## src/rtl/pong_ball_engine.sv

```systemverilog
// Pong ball engine: advances the ball one cell per game tick on a COLS x ROWS grid,
// resolving wall bounces, paddle hits, misses, scoring, serve delay and game-over.
module pong_ball_engine #(
  parameter int COLS        = 16,
  parameter int ROWS        = 8,
  parameter int PADDLE_LEN  = 3,
  parameter int SERVE_TICKS = 4,
  parameter int WIN_SCORE   = 9
) (
  input  logic                    fastclk,
  input  logic                    reset,
  input  logic                    tick,
  input  logic                    start,
  input  logic [$clog2(ROWS)-1:0] paddle_l,
  input  logic [$clog2(ROWS)-1:0] paddle_r,
  output logic [$clog2(COLS)-1:0] ball_x,
  output logic [$clog2(ROWS)-1:0] ball_y,
  output logic [3:0]              score_l,
  output logic [3:0]              score_r,
  output logic                    point_l,
  output logic                    point_r,
  output logic                    game_over
);

  localparam int XW = $clog2(COLS);
  localparam int YW = $clog2(ROWS);
  localparam int SW = (SERVE_TICKS > 1) ? $clog2(SERVE_TICKS) : 1;

  localparam logic [XW-1:0] X_CENTRE       = XW'(COLS / 2);
  localparam logic [XW-1:0] X_RIGHT_LAST   = XW'(COLS - 2);
  localparam logic [XW-1:0] X_RIGHT_BOUNCE = XW'(COLS - 3);
  localparam logic [XW-1:0] X_LEFT_LAST    = XW'(1);
  localparam logic [XW-1:0] X_LEFT_BOUNCE  = XW'(2);
  localparam logic [YW-1:0] Y_CENTRE       = YW'(ROWS / 2);
  localparam logic [YW-1:0] Y_MAX          = YW'(ROWS - 1);
  localparam logic [YW-1:0] Y_TOP_CLAMP    = YW'(ROWS - PADDLE_LEN);
  localparam logic [YW:0]   PLEN           = (YW + 1)'(PADDLE_LEN);
  localparam logic [SW-1:0] SERVE_LAST     = SW'(SERVE_TICKS - 1);
  localparam logic [3:0]    WIN            = 4'(WIN_SCORE);

  typedef enum logic [1:0] {IDLE, SERVE, PLAY, OVER} state_t;

  state_t          state;
  logic            dx;
  logic            dy;
  logic [SW-1:0]   serve_cnt;

  logic [YW-1:0]   pl_top;
  logic [YW-1:0]   pr_top;
  logic            hit_l;
  logic            hit_r;
  logic            at_left;
  logic            at_right;
  logic [YW-1:0]   y_next;
  logic            dy_next;
  logic [3:0]      score_l_inc;
  logic [3:0]      score_r_inc;

  // Paddles that would hang off the bottom of the grid are pulled back up to fit.
  always_comb begin
    pl_top = (paddle_l > Y_TOP_CLAMP) ? Y_TOP_CLAMP : paddle_l;
    pr_top = (paddle_r > Y_TOP_CLAMP) ? Y_TOP_CLAMP : paddle_r;
    hit_l  = ({1'b0, ball_y} >= {1'b0, pl_top}) &&
             ({1'b0, ball_y} <  ({1'b0, pl_top} + PLEN));
    hit_r  = ({1'b0, ball_y} >= {1'b0, pr_top}) &&
             ({1'b0, ball_y} <  ({1'b0, pr_top} + PLEN));
    at_right = dx  && (ball_x == X_RIGHT_LAST);
    at_left  = !dx && (ball_x == X_LEFT_LAST);
    score_l_inc = score_l + 4'd1;
    score_r_inc = score_r + 4'd1;
  end

  // Vertical step with reflection off the top and bottom walls.
  always_comb begin
    y_next  = ball_y;
    dy_next = dy;
    if (dy && (ball_y == Y_MAX)) begin
      y_next  = Y_MAX - YW'(1);
      dy_next = 1'b0;
    end else if (!dy && (ball_y == '0)) begin
      y_next  = YW'(1);
      dy_next = 1'b1;
    end else if (dy) begin
      y_next = ball_y + YW'(1);
    end else begin
      y_next = ball_y - YW'(1);
    end
  end

  always_ff @(posedge fastclk or posedge reset) begin
    if (reset) begin
      state     <= IDLE;
      ball_x    <= X_CENTRE;
      ball_y    <= Y_CENTRE;
      dx        <= 1'b1;
      dy        <= 1'b1;
      serve_cnt <= '0;
      score_l   <= '0;
      score_r   <= '0;
      point_l   <= 1'b0;
      point_r   <= 1'b0;
      game_over <= 1'b0;
    end else begin
      point_l <= 1'b0;
      point_r <= 1'b0;
      case (state)
        IDLE: begin
          ball_x <= X_CENTRE;
          ball_y <= Y_CENTRE;
          if (start) begin
            state     <= SERVE;
            serve_cnt <= '0;
            score_l   <= '0;
            score_r   <= '0;
          end
        end

        SERVE: begin
          ball_x <= X_CENTRE;
          ball_y <= Y_CENTRE;
          if (tick) begin
            if (serve_cnt == SERVE_LAST) begin
              state <= PLAY;
            end else begin
              serve_cnt <= serve_cnt + SW'(1);
            end
          end
        end

        PLAY: begin
          if (tick) begin
            // A miss recentres the ball and serves it toward the player who conceded.
            if (at_right && !hit_r) begin
              score_l   <= score_l_inc;
              point_l   <= 1'b1;
              ball_x    <= X_CENTRE;
              ball_y    <= Y_CENTRE;
              dx        <= 1'b1;
              serve_cnt <= '0;
              if (score_l_inc == WIN) begin
                state     <= OVER;
                game_over <= 1'b1;
              end else begin
                state <= SERVE;
              end
            end else if (at_left && !hit_l) begin
              score_r   <= score_r_inc;
              point_r   <= 1'b1;
              ball_x    <= X_CENTRE;
              ball_y    <= Y_CENTRE;
              dx        <= 1'b0;
              serve_cnt <= '0;
              if (score_r_inc == WIN) begin
                state     <= OVER;
                game_over <= 1'b1;
              end else begin
                state <= SERVE;
              end
            end else begin
              ball_y <= y_next;
              dy     <= dy_next;
              if (at_right) begin
                dx     <= 1'b0;
                ball_x <= X_RIGHT_BOUNCE;
              end else if (at_left) begin
                dx     <= 1'b1;
                ball_x <= X_LEFT_BOUNCE;
              end else if (dx) begin
                ball_x <= ball_x + XW'(1);
              end else begin
                ball_x <= ball_x - XW'(1);
              end
            end
          end
        end

        OVER: begin
          ball_x <= X_CENTRE;
          ball_y <= Y_CENTRE;
          if (start) begin
            state     <= SERVE;
            serve_cnt <= '0;
            score_l   <= '0;
            score_r   <= '0;
            game_over <= 1'b0;
          end
        end

        default: begin
          state <= IDLE;
        end
      endcase
    end
  end

endmodule

```

## config.mk

```make
export PLATFORM = sky130hd
export DESIGN_NAME = pong_ball_engine
export DESIGN_NICKNAME = d
export VERILOG_FILES = /design/src/rtl/pong_ball_engine.sv
export SDC_FILE = /design/constraint.sdc
export NUM_CORES = 1
export LEC_CHECK = 0
export ABC_AREA = 0
export CAP_MARGIN = 20
export CORE_MARGIN = 2
export CORE_UTILIZATION = 56
export CTS_CLUSTER_SIZE = 16
export DETAILED_ROUTE_END_ITERATION = 12
export PLACE_DENSITY = 0.81
export SETUP_SLACK_MARGIN = 0.05
export SYNTH_ARGS = -nofsm -noshare
export SYNTH_HDL_FRONTEND = slang
export SYNTH_SLANG_ARGS = --single-unit
```

## constraint.sdc

```tcl
create_clock -name fastclk -period 2.5 [get_ports fastclk]
set_input_delay 0.5 -clock fastclk [delete_from_list [all_inputs] [get_ports fastclk]]
set_output_delay 0.5 -clock fastclk [all_outputs]
set_load 0.02 [all_outputs]
```

==> results.md <==
* Synthesized instance count at 222
* CTS sink count at 24
* P_int at 1.17 mW
* DRT Wirelength at 5.25 mm
* Register Area at 606 um2
* Max H-tree Level at 1
* Slew Viols, Final at 0
* Footprint of the multi-input gates at 1430 um2
* Commonest register cell after synthesis: dfrtp_1
* Fin util at 0.763
* Final Cell Area at 2770 um2
* Clk pwr share at 0.184
* Worst-Skew Late Latency at 0.29 ns
* Area grow syn2layout at 32.3%
* Worst R2R Start: ball_y[2]
* Yosys reg bits at 24
* Overall Global Routing Usage at 0.266
* Routed wire length per instance at 15.9 um
* Clock period minus worst slack at 2.39 ns
* Setup crit start: paddle_r[0]
* Post-layout nets at 317
* Hpwl dp at 3.69 mm
* Switching share of power at 0.409
* Post-Syn Nets at 255
* Largest net degree at the start of global routing at 17
* Worst endpoint data arrival time at 2.57 ns
* Met3 Use GR at 0.0394
* Fraction of layout cells with a size suffix above 1 at 0.279
* Sequential share of power at 0.286
* Endpoints failing hold at 0
* RePlAce Congestion at 0.808
* Actual slew at the worst max-slew pin at 0.372 ns
* Max Cap Viol at 0
* Rows at 22
* Setup TNS at 0 ns
* Overflow after GRT at 0
* Hold_buf cts at 0
* Dpl ws at -0.551 ns
* Final worst slack at 0.111 ns
* CP endpoint kind: register
* FILL cells at 254
* Synthesized cell area at 2100 um2
* First-pass DRT Iterations at 4
* CP required at 2.68 ns
* Initial Utilization at 0.577
* Clk_skew at 0.00667 ns
* Initial drt markers at 120
* Startpoint types: input port
* IO Pins at 28
* Tcrit/Tclk final at 0.956
* Longest Clk Path Bufs at 2
* IO buf count at 27
* Slew margin rel. at 0.751
* Cell Pwr Density at 712 nW/um2
* Post-DRT Antenna Nets at 0
* TritonCTS buffer count at 3
* Total die area at 4250 um2
* Antenna violations before repair at 0
* Number of global-route vias before repair at 1896
* Die Height at 65.2 um
* RSZ-0062 raised after global routing: no
* Antenna Cells at 0
* First-pass GRT wire length at 8.75 mm
* Core area at 3630 um2
* CTS tree: built
* F_max at 0.419 GHz
* Die W at 65.2 um
* # setup viols final at 0
* Via Count at 1907
* Seq/Total Area, Yosys at 0.289
* Vias per std cell at 5.76
* Leak at 1.22 nW
* Synth cell types at 59
* Flop-to-flop setup slack at 0.18 ns
* GR peak layer: met2
* Peak supply drop at 0.000675 V
* Drc violations at 0
* Hold slack at 0.475 ns
* Post-synth EDFFs at 0
* Run status: completed
* M1 GR Usage at 0.331
* M2 GR Usage at 0.444
* Root Driver: clkbuf_8
* Switching Power at 807 uW
* Warnings, synthesis at 0
* Post-synth ARST share at 1.00
* Reg clk slew, reported paths at 0.10 ns
* Avg Cell Area, Syn at 9.44 um2
* Dpl cell area at 2590 um2
* Crit-path max FO at 4
* CP Class: input port to register
* Min-delay worst type: input port to async pin
* R2R depth at 8
* Comb pwr share at 0.530
power by group through the flow:
stage / clock network [mW] / logic, mW / registers (mW)
global placement: 0 / 0.947 / 0.561
detailed placement: 0 / 0.995 / 0.568
global route: 0.384 / 1.15 / 0.578
finish: 0.364 / 1.05 / 0.564
CTS: 0.366 / 1.02 / 0.562
floorplan: 0 / 0.621 / 0.604
cell families (layout without fill, tap and decap cells):
| kind of cell | after synthesis | in the layout | share of synthesized area |
|---|---|---|---|
| AND/OR/NAND/NOR | 67 | 67 | 0.180 |
| multiplexers | 7 | 7 | 0.0352 |
| flip-flops | 24 | 24 | 0.289 |
| AO/OA/AOI/OAI | 71 | 71 | 0.278 |
| XOR/XNOR | 5 | 5 | 0.0209 |
| adder cells (fa/ha/maj) | 23 | 23 | 0.141 |
| buffers and inverters | 25 | 86 | 0.0555 |
worst max-delay path, cell delays in order:
cell,delay [ns]
buf_2,0.11
buf_6,0.12
or3_4,0.36
nand2_2,0.07
ha_1,0.23
o21a_1,0.14
o311ai_4,0.11
a31o_1,0.28
nand2_1,0.08
o211ai_1,0.25
mux2_4,0.33
synthesized netlist by cell type (4+ instances only):
library cell / count / area share
dfrtp_1: 20 / 0.24
ha_1: 22 / 0.13
nand2b_1: 5 / 0.015
o21ai_0: 8 / 0.019
o31ai_1: 4 / 0.014
nor3_1: 6 / 0.014
a31oi_1: 5 / 0.015
mux2i_1: 4 / 0.019
nand2_1: 24 / 0.043
o21a_1: 4 / 0.014
a21oi_1: 12 / 0.029
inv_1: 19 / 0.034
o22ai_1: 4 / 0.012
nand3_1: 5 / 0.012
o21ai_1: 8 / 0.019
nor2_1: 7 / 0.013
dfstp_2: 4 / 0.050
layer usage:
metal,up-vias,share of wire,wire length [um]
li1,932,-,-
met1,906,0.42,2230
met2,56,0.51,2660
met3,13,0.043,228
met4,0,0.025,133
met5,-,0,0
cell type report:
| type | count | area share |
|---|---|---|
| Timing Repair Buffer | 63 | 0.191 |
| Tap cell | 48 | 0.0217 |
| Multi-Input combinational cell | 173 | 0.517 |
| Inverter | 19 | 0.0257 |
| Clock buffer | 3 | 0.0149 |
| Sequential cell | 24 | 0.218 |
| Clock inverter | 1 | 0.0108 |
state kept, by name (all words and copies together) (netlist names):
register and flops:
ball_y 3, score_r 4, point_r 1, ball_x 4, serve_cnt 2, score_l 4
point_l 1, dy 1, state 2, game_over 1, dx 1
placed cells by master (no fill, tap or decap), types with 3 or more instances in the layout:
master	instances
dfstp_2	4
nand3_1	5
nand2_1	23
buf_2	3
nand2b_1	5
o21ai_1	8
dfrtp_1	20
xnor2_1	3
ha_1	21
mux2i_1	4
o21a_1	4
inv_1	17
nor2_1	7
clkbuf_2	3
clkbuf_8	3
buf_4	33
nand3b_1	3
nor3_1	5
a21o_1	3
o211ai_1	3
or3_4	3
o31ai_1	4
a31oi_1	5
o21ai_0	7
a21oi_1	11
clkdlybuf4s50_1	21
o22ai_1	3
worst paths after layout:
| check | endpoint |
|---|---|
| min in group fastclk | serve_cnt[1] |
| worst max register to register | score_r[3] |
| worst min register to register | serve_cnt[1] |
| worst max-delay path | state[1] |
| worst min-delay path | score_r[3] |
| max in group asynchronous | ball_x[3] |
repair_timing:
action	CTS	global route
setup endpoints to repair	20	16
gates resized for setup	20	17
setup buffers	7	1
hold endpoints to repair	0	0
pin swaps	10	13
cloned	0	0
stage by stage:
step | cells | total power, mW
after CTS | 330 | 1.95
after floorplan | 222 | 1.22
after global placement | 319 | 1.51
final | 331 | 1.97
after detailed placement | 319 | 1.56
after global routing | 331 | 2.11
Note: power is estimated with default switching activity, not from simulation.
